--- config.mk ---
export PLATFORM = sky130hd
export DESIGN_NAME = shot_timer_ctrl_flat
export DESIGN_NICKNAME = d
export VERILOG_FILES = /design/src/rtl/shot_timer_ctrl_if.sv /design/src/rtl/shot_timer_ctrl.sv /design/src/flat_wrapper.sv
export SDC_FILE = /design/constraint.sdc
export NUM_CORES = 1
export LEC_CHECK = 0
export BUFFER_PORTS_ARGS = -buffer_cell sky130_fd_sc_hd__buf_2
export CAP_MARGIN = 10
export CORE_MARGIN = 5
export CORE_UTILIZATION = 50
export DETAILED_ROUTE_END_ITERATION = 10
export PLACE_DENSITY = 0.64
export SLEW_MARGIN = 20
export SYNTH_ARGS = -nofsm -noshare
export SYNTH_HDL_FRONTEND = slang
export SYNTH_SLANG_ARGS = --single-unit
--- constraint.sdc ---
create_clock -name clk -period 4.9 [get_ports clk]
set_input_delay 0.49 -clock clk [delete_from_list [all_inputs] [get_ports clk]]
set_output_delay 0.49 -clock clk [all_outputs]
set_load 0.005 [all_outputs]
--- src/rtl/shot_timer_ctrl_if.sv ---
// Trigger/game inputs and cooldown/LED outputs of the shot timer.
// master drives the game-side inputs, slave is the controller.
interface shot_timer_ctrl_if;
    logic       game_active;
    logic       trigger_in;
    logic [1:0] shot_timer;
    logic       ready;
    logic       shot_fire;
    logic       dry_fire;
    logic [7:0] shot_count;

    modport master (
        output game_active, trigger_in,
        input  shot_timer, ready, shot_fire, dry_fire, shot_count
    );

    modport slave (
        input  game_active, trigger_in,
        output shot_timer, ready, shot_fire, dry_fire, shot_count
    );
endinterface

--- src/rtl/shot_timer_ctrl.sv ---
// Shot cooldown controller: conditions the trigger button and
// steps the fire-ready LED value 3->0 after each accepted shot.
module shot_timer_ctrl #(
    parameter int TICK_CYCLES     = 16_666_666,
    parameter int DEBOUNCE_CYCLES = 500_000
) (
    input logic              clk,
    input logic              rst_n,
    shot_timer_ctrl_if.slave bus
);

    localparam int TW = (TICK_CYCLES > 1) ? $clog2(TICK_CYCLES) : 1;
    localparam int DW = (DEBOUNCE_CYCLES > 1) ? $clog2(DEBOUNCE_CYCLES) : 1;

    typedef enum logic [1:0] {
        IDLE     = 2'd0,
        READY    = 2'd1,
        COOLDOWN = 2'd2
    } state_t;

    state_t        state;
    logic          ts1, ts2;
    logic          deb, deb_q;
    logic [DW-1:0] deb_cnt;
    logic [TW-1:0] tick_cnt;
    logic [1:0]    timer_q;
    logic          ready_q;
    logic          fire_q;
    logic          dry_q;
    logic [7:0]    count_q;
    logic          press;

    assign press = deb & ~deb_q;

    // Debounced level only follows ts after a full run of stable samples.
    always_ff @(posedge clk) begin
        if (!rst_n) begin
            ts1     <= 1'b0;
            ts2     <= 1'b0;
            deb     <= 1'b0;
            deb_q   <= 1'b0;
            deb_cnt <= '0;
        end else begin
            ts1   <= bus.trigger_in;
            ts2   <= ts1;
            deb_q <= deb;
            if (ts2 == deb) begin
                deb_cnt <= '0;
            end else if (deb_cnt == DW'(DEBOUNCE_CYCLES - 1)) begin
                deb     <= ts2;
                deb_cnt <= '0;
            end else begin
                deb_cnt <= deb_cnt + 1'b1;
            end
        end
    end

    always_ff @(posedge clk) begin
        if (!rst_n) begin
            state    <= IDLE;
            timer_q  <= 2'd3;
            ready_q  <= 1'b0;
            fire_q   <= 1'b0;
            dry_q    <= 1'b0;
            count_q  <= 8'd0;
            tick_cnt <= '0;
        end else begin
            fire_q <= 1'b0;
            dry_q  <= 1'b0;
            if (!bus.game_active) begin
                state    <= IDLE;
                timer_q  <= 2'd3;
                ready_q  <= 1'b0;
                count_q  <= 8'd0;
                tick_cnt <= '0;
            end else begin
                unique case (state)
                    IDLE: begin
                        state   <= READY;
                        timer_q <= 2'd0;
                        ready_q <= 1'b1;
                    end
                    READY: begin
                        if (press) begin
                            state    <= COOLDOWN;
                            fire_q   <= 1'b1;
                            timer_q  <= 2'd3;
                            ready_q  <= 1'b0;
                            tick_cnt <= '0;
                            if (count_q != 8'hFF) begin
                                count_q <= count_q + 8'd1;
                            end
                        end
                    end
                    COOLDOWN: begin
                        // A press here never disturbs the cooldown count.
                        if (press) begin
                            dry_q <= 1'b1;
                        end
                        if (tick_cnt == TW'(TICK_CYCLES - 1)) begin
                            tick_cnt <= '0;
                            timer_q  <= timer_q - 2'd1;
                            if (timer_q == 2'd1) begin
                                state   <= READY;
                                ready_q <= 1'b1;
                            end
                        end else begin
                            tick_cnt <= tick_cnt + 1'b1;
                        end
                    end
                    default: begin
                        state   <= IDLE;
                        timer_q <= 2'd3;
                        ready_q <= 1'b0;
                    end
                endcase
            end
        end
    end

    assign bus.shot_timer = timer_q;
    assign bus.ready      = ready_q;
    assign bus.shot_fire  = fire_q;
    assign bus.dry_fire   = dry_q;
    assign bus.shot_count = count_q;

endmodule

--- src/flat_wrapper.sv ---
// flat-port wrapper written by rule: the top's interface ports become plain ports
module shot_timer_ctrl_flat 
#(
    parameter int TICK_CYCLES     = 16_666_666,
    parameter int DEBOUNCE_CYCLES = 500_000
)
  (clk, rst_n, bus_game_active, bus_trigger_in, bus_shot_timer, bus_ready, bus_shot_fire, bus_dry_fire, bus_shot_count);
  shot_timer_ctrl_if bus_i ();
  input logic clk;
  input logic rst_n;
  input wire logic [$bits(bus_i.game_active)-1:0] bus_game_active;
  input wire logic [$bits(bus_i.trigger_in)-1:0] bus_trigger_in;
  output wire logic [$bits(bus_i.shot_timer)-1:0] bus_shot_timer;
  output wire logic [$bits(bus_i.ready)-1:0] bus_ready;
  output wire logic [$bits(bus_i.shot_fire)-1:0] bus_shot_fire;
  output wire logic [$bits(bus_i.dry_fire)-1:0] bus_dry_fire;
  output wire logic [$bits(bus_i.shot_count)-1:0] bus_shot_count;
  assign bus_i.game_active = bus_game_active;
  assign bus_i.trigger_in = bus_trigger_in;
  assign bus_shot_timer = bus_i.shot_timer;
  assign bus_ready = bus_i.ready;
  assign bus_shot_fire = bus_i.shot_fire;
  assign bus_dry_fire = bus_i.dry_fire;
  assign bus_shot_count = bus_i.shot_count;
  shot_timer_ctrl #(.TICK_CYCLES(TICK_CYCLES), .DEBOUNCE_CYCLES(DEBOUNCE_CYCLES)) u_core (.clk(clk), .rst_n(rst_n), .bus(bus_i));
endmodule
==> results of run 1 <==
synth_stat cells (2+ instances only):
cell      instances  area share
mux2i_1           5       0.017
nor2_1           45       0.057
a21o_1            4       0.010
a211o_1           2      0.0060
a22o_1            4       0.012
o21ai_0           7       0.012
nand4_1          11       0.023
nand2b_1          2      0.0043
buf_6             4       0.015
a21oi_2           2      0.0060
and4_1            5       0.015
nor3_1           13       0.022
a31oi_1           6       0.013
nand3_1          23       0.039
a21oi_1          11       0.019
nand2_1          34       0.043
buf_2             2      0.0034
xor2_1           10       0.030
ha_1              5       0.021
o21a_1            3      0.0077
nor4b_1           3      0.0089
o21ai_1           3      0.0051
and2_1            6       0.013
nor4_1            2      0.0043
clkbuf_1          5      0.0064
nor2b_1           4      0.0085
and3_1            4      0.0085
a32oi_1           3      0.0089
inv_1             8       0.010
dfxtp_1          61        0.42
or2b_1            3      0.0077
xnor2_1          14       0.042
nor3b_1           2      0.0051
or4_1             2      0.0051
final timing paths:
path                             from                 end  depth (start not counted)
setup / recovery  u_core.tick_cnt[12]  u_core.tick_cnt[6]                          6
hold / removal         bus_trigger_in          u_core.ts1                          2
setup reg to reg  u_core.tick_cnt[12]  u_core.tick_cnt[6]                          6
hold reg to reg            u_core.ts1          u_core.ts2                          1
routing by layer:
| layer | track usage | wire length (microns) | share of wire |
|---|---|---|---|
| met2 | 0.261 | 2600 | 0.45 |
| met4 | 0.0807 | 121 | 0.021 |
| met3 | 0.0437 | 205 | 0.035 |
| met5 | 0 | 0 | 0 |
| met1 | 0.214 | 2870 | 0.49 |
per-stage QoR:
step	hold slack (ns)	setup slack, ns	util	cells	total power [mW]
after floorplan	0.412	2.95	-	340	0.524
after global placement	0.418	2.72	0.524	421	0.531
after detailed placement	0.435	2.64	0.524	421	0.531
after CTS	0.349	2.63	0.555	435	0.955
after global routing	0.375	2.41	0.555	435	0.979
final	0.360	2.62	0.555	435	0.944
worst max-delay path, cell delays in order (launching register included):
cell and delay, ns:
dfxtp_1 0.46, or4b_4 0.51, nor4_4 0.34, a21oi_2 0.26
buf_4 0.27, a21o_1 0.17, a22o_1 0.17
power by group through the flow:
stage	sequential, mW	combinational (mW)	clock (mW)
2_1_floorplan	0.512	0.0122	0
3_3_place_gp	0.513	0.0186	0
3_5_place_dp	0.513	0.0187	0
4_1_cts	0.502	0.0188	0.434
5_1_grt	0.502	0.0208	0.456
6_report	0.502	0.0186	0.423
final cells by class:
cell class	count	area (sq um)
Timing Repair Buffer	18	95.1
Fill cell	558	2590
Inverter	8	30.0
Tap cell	75	93.8
Clock inverter	2	35.0
Clock buffer	12	145
Multi-Input combinational cell	259	1610
Sequential cell	61	1220
logic make-up (layout without fill, tap and decap cells):
kind of cell,after synthesis,in the layout,synth area share
adder cells (fa/ha/maj),5,5,0.0213
AO/OA/AOI/OAI,55,55,0.131
AND/OR/NAND/NOR,170,170,0.307
multiplexers,5,5,0.0170
buffers and inverters,20,40,0.0379
flip-flops,61,61,0.415
XOR/XNOR,24,24,0.0715
state kept, by name, indices dropped and copies added (netlist names):
name	count
u_core.ts1	1
u_core.deb_cnt	19
u_core.deb	1
u_core.deb_q	1
u_core.bus.shot_count	8
u_core.bus.dry_fire	1
u_core.state	1
u_core.ts2	1
u_core.bus.shot_fire	1
u_core.bus.shot_timer	2
u_core.tick_cnt	24
u_core.bus.ready	1
==> results.yml, run 1 <==
placed_design:
  port_buffers: 16
  globalplace.congestion: 0.863
  place_area_sq_um: 3050
  dp_hpwl_mm: 4.02
power_and_ir_drop:
  p_per_area_nw_per_um2: 292
  ir_drop_mv: 0.251
  p_int_mw: 0.749
  seqPwrFrac: 0.532
  pwr-share-comb: 0.020
  p_leak_nw: 1.16
  sw_frac_of_total: 0.207
  net-switching-power_mw: 0.195
  clockPowerShare: 0.449
sta:
  fin_skew_ns: 0.00738
  tns_ns: 0
  slew_headroom: 0.509
  finalHoldViolations: 0
  rsz0062_at_grt: "false"
  fmax_ghz: 0.438
  finalSetupViolCount: 0
  period_minus_slack_ns: 2.28
  post-route-period-util: 0.465
  finalMaxSlewViolations: 0
  worstMarginPinSlew_ns: 0.735
grt:
  gr-total-overflow: 0
  antenna_found_initial: 0
  grt_max_degree: 21
  grt_pass1_vias: 2231
  gr-usage-all-layers: 0.167
  grt_pass1_wl_mm: 10.1
floorplan:
  ioPinCount: 17
  dieHeight_microns: 86.7
  chipWidth_microns: 86.7
  core_area_sq_um: 5820
  initial_core_util: 0.506
  rows: 28
  fp.dieArea_sq_um: 7520
critical_path:
  reg2reg_slack_ns: 2.62
  crit_fanout: 20
  crit_required_ns: 5.13
  crit_arrival_ns: 2.51
  critPathLaunchType: "flip-flop"
  endpoint_kind: "flip-flop"
  path_class: "flip-flop to flip-flop"
synth:
  synth-async-reset-ratio: 0
  synth_area_sq_um: 2940
  avgSynthCellArea_sq_um: 8.65
  synth-edff-count: 0
  syn_inst: 340
  ys_ff_latch: 61
  synth_fp_nets: 349
  synth_cell_types: 56
  yosysSeqAreaShare: 0.415
  synth-main-ff-cell: "dfxtp_1"
  yosys_warnings: 0
cells_and_area:
  final_cell_mix: "dfxtp_1, nor2_1, nand2_1, nand3_1, buf_2"
  nNetsFinal: 366
  layout_commonest_cell: "dfxtp_1"
  finish.instance_area_sq_um: 3230
  antennaDiodeCount: 0
  layout-drive-gt1-share: 0.111
  syn_to_final_growth_pct: 9.78
outcome:
  status: "finished clean"
job:
  drv_cap: 0
clock_tree:
  cts_sinks: 61
  cts_tree: "yes"
  cts-htree-levels: 3
  cts-buffers-inserted: 9
  post_cts_resized: 0
  cts.hold.buffers_added: 0
  clk_path_buf_depth: 2
  post_cts_buffers: 0
  cts_root_buffer: "clkbuf_8"
  insertion_delay_ns: 0.33
  clk_pin_slew_worst_paths_ns: 0.06
detailed_routing:
  remaining_drc_errors: 0
  vias_per_cell: 5.56
  wire_per_inst_microns: 13.3
  wl_mm: 5.79
  num_vias: 2417
  first_iter_violations: 157
  ant_nets: 0
  drt-pass1-iter-count: 6
hold_path:
  hold_path.class: "input pin to flip-flop"
No activity file was read; power rests on OpenSTA's default activity.
==> run 2, diff against run 1 <==
Settings changed: PLACE_DENSITY 0.64 to 0.67.
Clock period 4.9 ns to 2 ns, I/O delays scaled along.
==> results.yml, run 2 (synthesis results as in run 1) <==
critical_path:
  reg2reg_slack_ns: 0.003
  setup.worst_path.start: "u_core.tick_cnt[10]"
  crit_required_ns: 2.22
  crit_arrival_ns: 2.22
  endpoint_kind: "flip-flop"
  ff2ff_path_depth: 6
  critPathLaunchType: "flip-flop"
  path_class: "flip-flop to flip-flop"
  crit_end: "u_core.tick_cnt[10]"
  slowest_stage: "or4b_4"
  r2r_start: "u_core.tick_cnt[10]"
  cp_slowest_stage_delay_ns: 0.54
  r2r-end: "u_core.tick_cnt[10]"
  path_cells: "or4b_4 -> nor4_4 -> a21oi_4 -> buf_2 -> a21o_1 -> a22o_1"
  crit_fanout: 7
cells_and_area:
  final_cell_mix: "dfxtp_1, nor2_1, buf_4, nand2_1, nand3_1"
  layout-drive-gt1-share: 0.240
  largest_reg_flops: 24
  post-route-util: 0.618
  nNetsFinal: 405
  antennaDiodeCount: 0
  syn_to_final_growth_pct: 22.2
  regMostFlops: "u_core.tick_cnt"
  stdcell_count: 475
  layout_commonest_cell: "dfxtp_1"
  multiInputGateArea_sq_um: 1660
  nFillCells: 540
  seq_area_sq_um: 1230
clock_tree:
  clk_path_buf_depth: 2
  cts_root_buffer: "clkbuf_8"
  cts_sinks: 61
  cts.hold.buffers_added: 0
  cts_tree: "yes"
  cts-htree-levels: 3
  insertion_delay_ns: 0.33
  clk_pin_slew_worst_paths_ns: 0.07
  cts-buffers-inserted: 9
grt:
  grt_max_degree: 20
  grt_pass1_wl_mm: 11.0
  grt_pass1_vias: 2478
  antenna_found_initial: 0
  gr-total-overflow: 0
  gr-usage-all-layers: 0.184
power_and_ir_drop:
  pwr-share-comb: 0.027
  net-switching-power_mw: 0.506
  p_leak_nw: 1.37
  seqPwrFrac: 0.551
  ir_drop_mv: 0.329
  p_per_area_nw_per_um2: 620
  sw_frac_of_total: 0.227
  clockPowerShare: 0.422
  p_int_mw: 1.72
sta:
  rsz0062_at_grt: "true"
  fin_skew_ns: 0.00729
  finalMaxSlewViolations: 0
  postLayoutSetupSlackWorst_ns: 0.00255
  post-route-period-util: 0.999
  fmax_ghz: 0.501
  period_minus_slack_ns: 2.00
  worstMarginPinSlew_ns: 0.459
  slew_headroom: 0.692
  finalHoldViolations: 0
  finalSetupViolCount: 0
detailed_routing:
  wire_per_inst_microns: 13.3
  wl_mm: 6.30
  vias_per_cell: 5.45
  drt-pass1-iter-count: 4
  remaining_drc_errors: 0
  ant_nets: 0
  num_vias: 2588
  first_iter_violations: 160
floorplan:
  dieHeight_microns: 86.7
  chipWidth_microns: 86.7
  fp.dieArea_sq_um: 7520
  initial_core_util: 0.506
  core_area_sq_um: 5820
  ioPinCount: 17
  rows: 28
placed_design:
  place_ws_ns: -0.00359
  globalplace.congestion: 0.843
  place_inst: 455
  port_buffers: 16
  dp_hpwl_mm: 4.44
job:
  drv_cap: 0
outcome:
  status: "finished clean"
hold_path:
  hold_path.class: "input pin to flip-flop"
run 2: changes by cell type in the layout (fill, tap and decap cells not counted), moves of 2 or more:
cell and delta:
a21oi_1 -7, a21oi_2 +6, buf_12 +2, buf_4 +34
buf_6 +2, clkinvlp_4 +2, dfxtp_1 -4, dfxtp_2 +4
run 2: cell type report:
| type | instances | share of cell area |
|---|---|---|
| clock buffer | 11 | 0.0393 |
| clock inverter | 4 | 0.00696 |
| inverter | 8 | 0.00836 |
| multi-input combinational | 259 | 0.462 |
| sequential | 61 | 0.341 |
| tap | 75 | 0.0261 |
| timing repair buffer | 57 | 0.116 |
run 2: worst max-delay path, delay by kind of cell, from the launching register on:
kind | cells | cell delay, ns
AOI/OAI and AO/OA | 3 | 0.48
buffers and inverters | 1 | 0.18
DFF | 1 | 0.32
and+or+nand+nor | 2 | 0.90
run 2: repair_timing:
action | 4_1_cts | 5_1_grt
buffers inserted | 0 | 5
setup endpoints to repair | 2 | 20
pin swaps | 0 | 12
gates resized for setup | 1 | 18
run 2: worst min-delay path by stage:
| stage | slack (ns) | startpoint | depth (start not counted) | endpoint |
|---|---|---|---|---|
| after floorplan | 0.33 | bus_trigger_in | 1 | u_core.ts1 |
| after global routing | 0.07 | bus_trigger_in | 2 | u_core.ts1 |
| after global placement | 0.41 | bus_trigger_in | 2 | u_core.ts1 |
| final | 0.08 | bus_trigger_in | 2 | u_core.ts1 |
| after CTS | 0.06 | bus_trigger_in | 2 | u_core.ts1 |
| after detailed placement | 0.42 | bus_trigger_in | 2 | u_core.ts1 |
run 2: power by group through the flow:
stage | Combinational [mW] | Clock, mW | Sequential (mW)
final | 0.0592 | 0.939 | 1.23
after detailed placement | 0.0583 | 0 | 1.25
after CTS | 0.0584 | 0.963 | 1.23
after global placement | 0.0575 | 0 | 1.25
after global routing | 0.0661 | 1.03 | 1.23
after floorplan | 0.0298 | 0 | 1.25
run 2: through the flow:
step                cell area (sq um)  TNS [ns]  hold slack, ns  power [mW]
finish                           3590         0          0.0751        2.23
global route                     3590    -0.987          0.0663        2.32
CTS                              3500         0          0.0582        2.25
detailed placement               3330  -0.00359           0.418        1.31
global placement                 3330         0           0.408        1.31
floorplan                        2940         0           0.327        1.28
run 2: routing by layer:
| layer | vias up | share of wire | wire length (microns) | track usage |
|---|---|---|---|---|
| li1 | 1329 | - | - | - |
| met1 | 1195 | 0.47 | 2960 | 0.234 |
| met2 | 50 | 0.46 | 2910 | 0.292 |
| met3 | 14 | 0.044 | 274 | 0.0466 |
| met4 | 0 | 0.024 | 150 | 0.0864 |
| met5 | - | 0 | 0 | 0 |
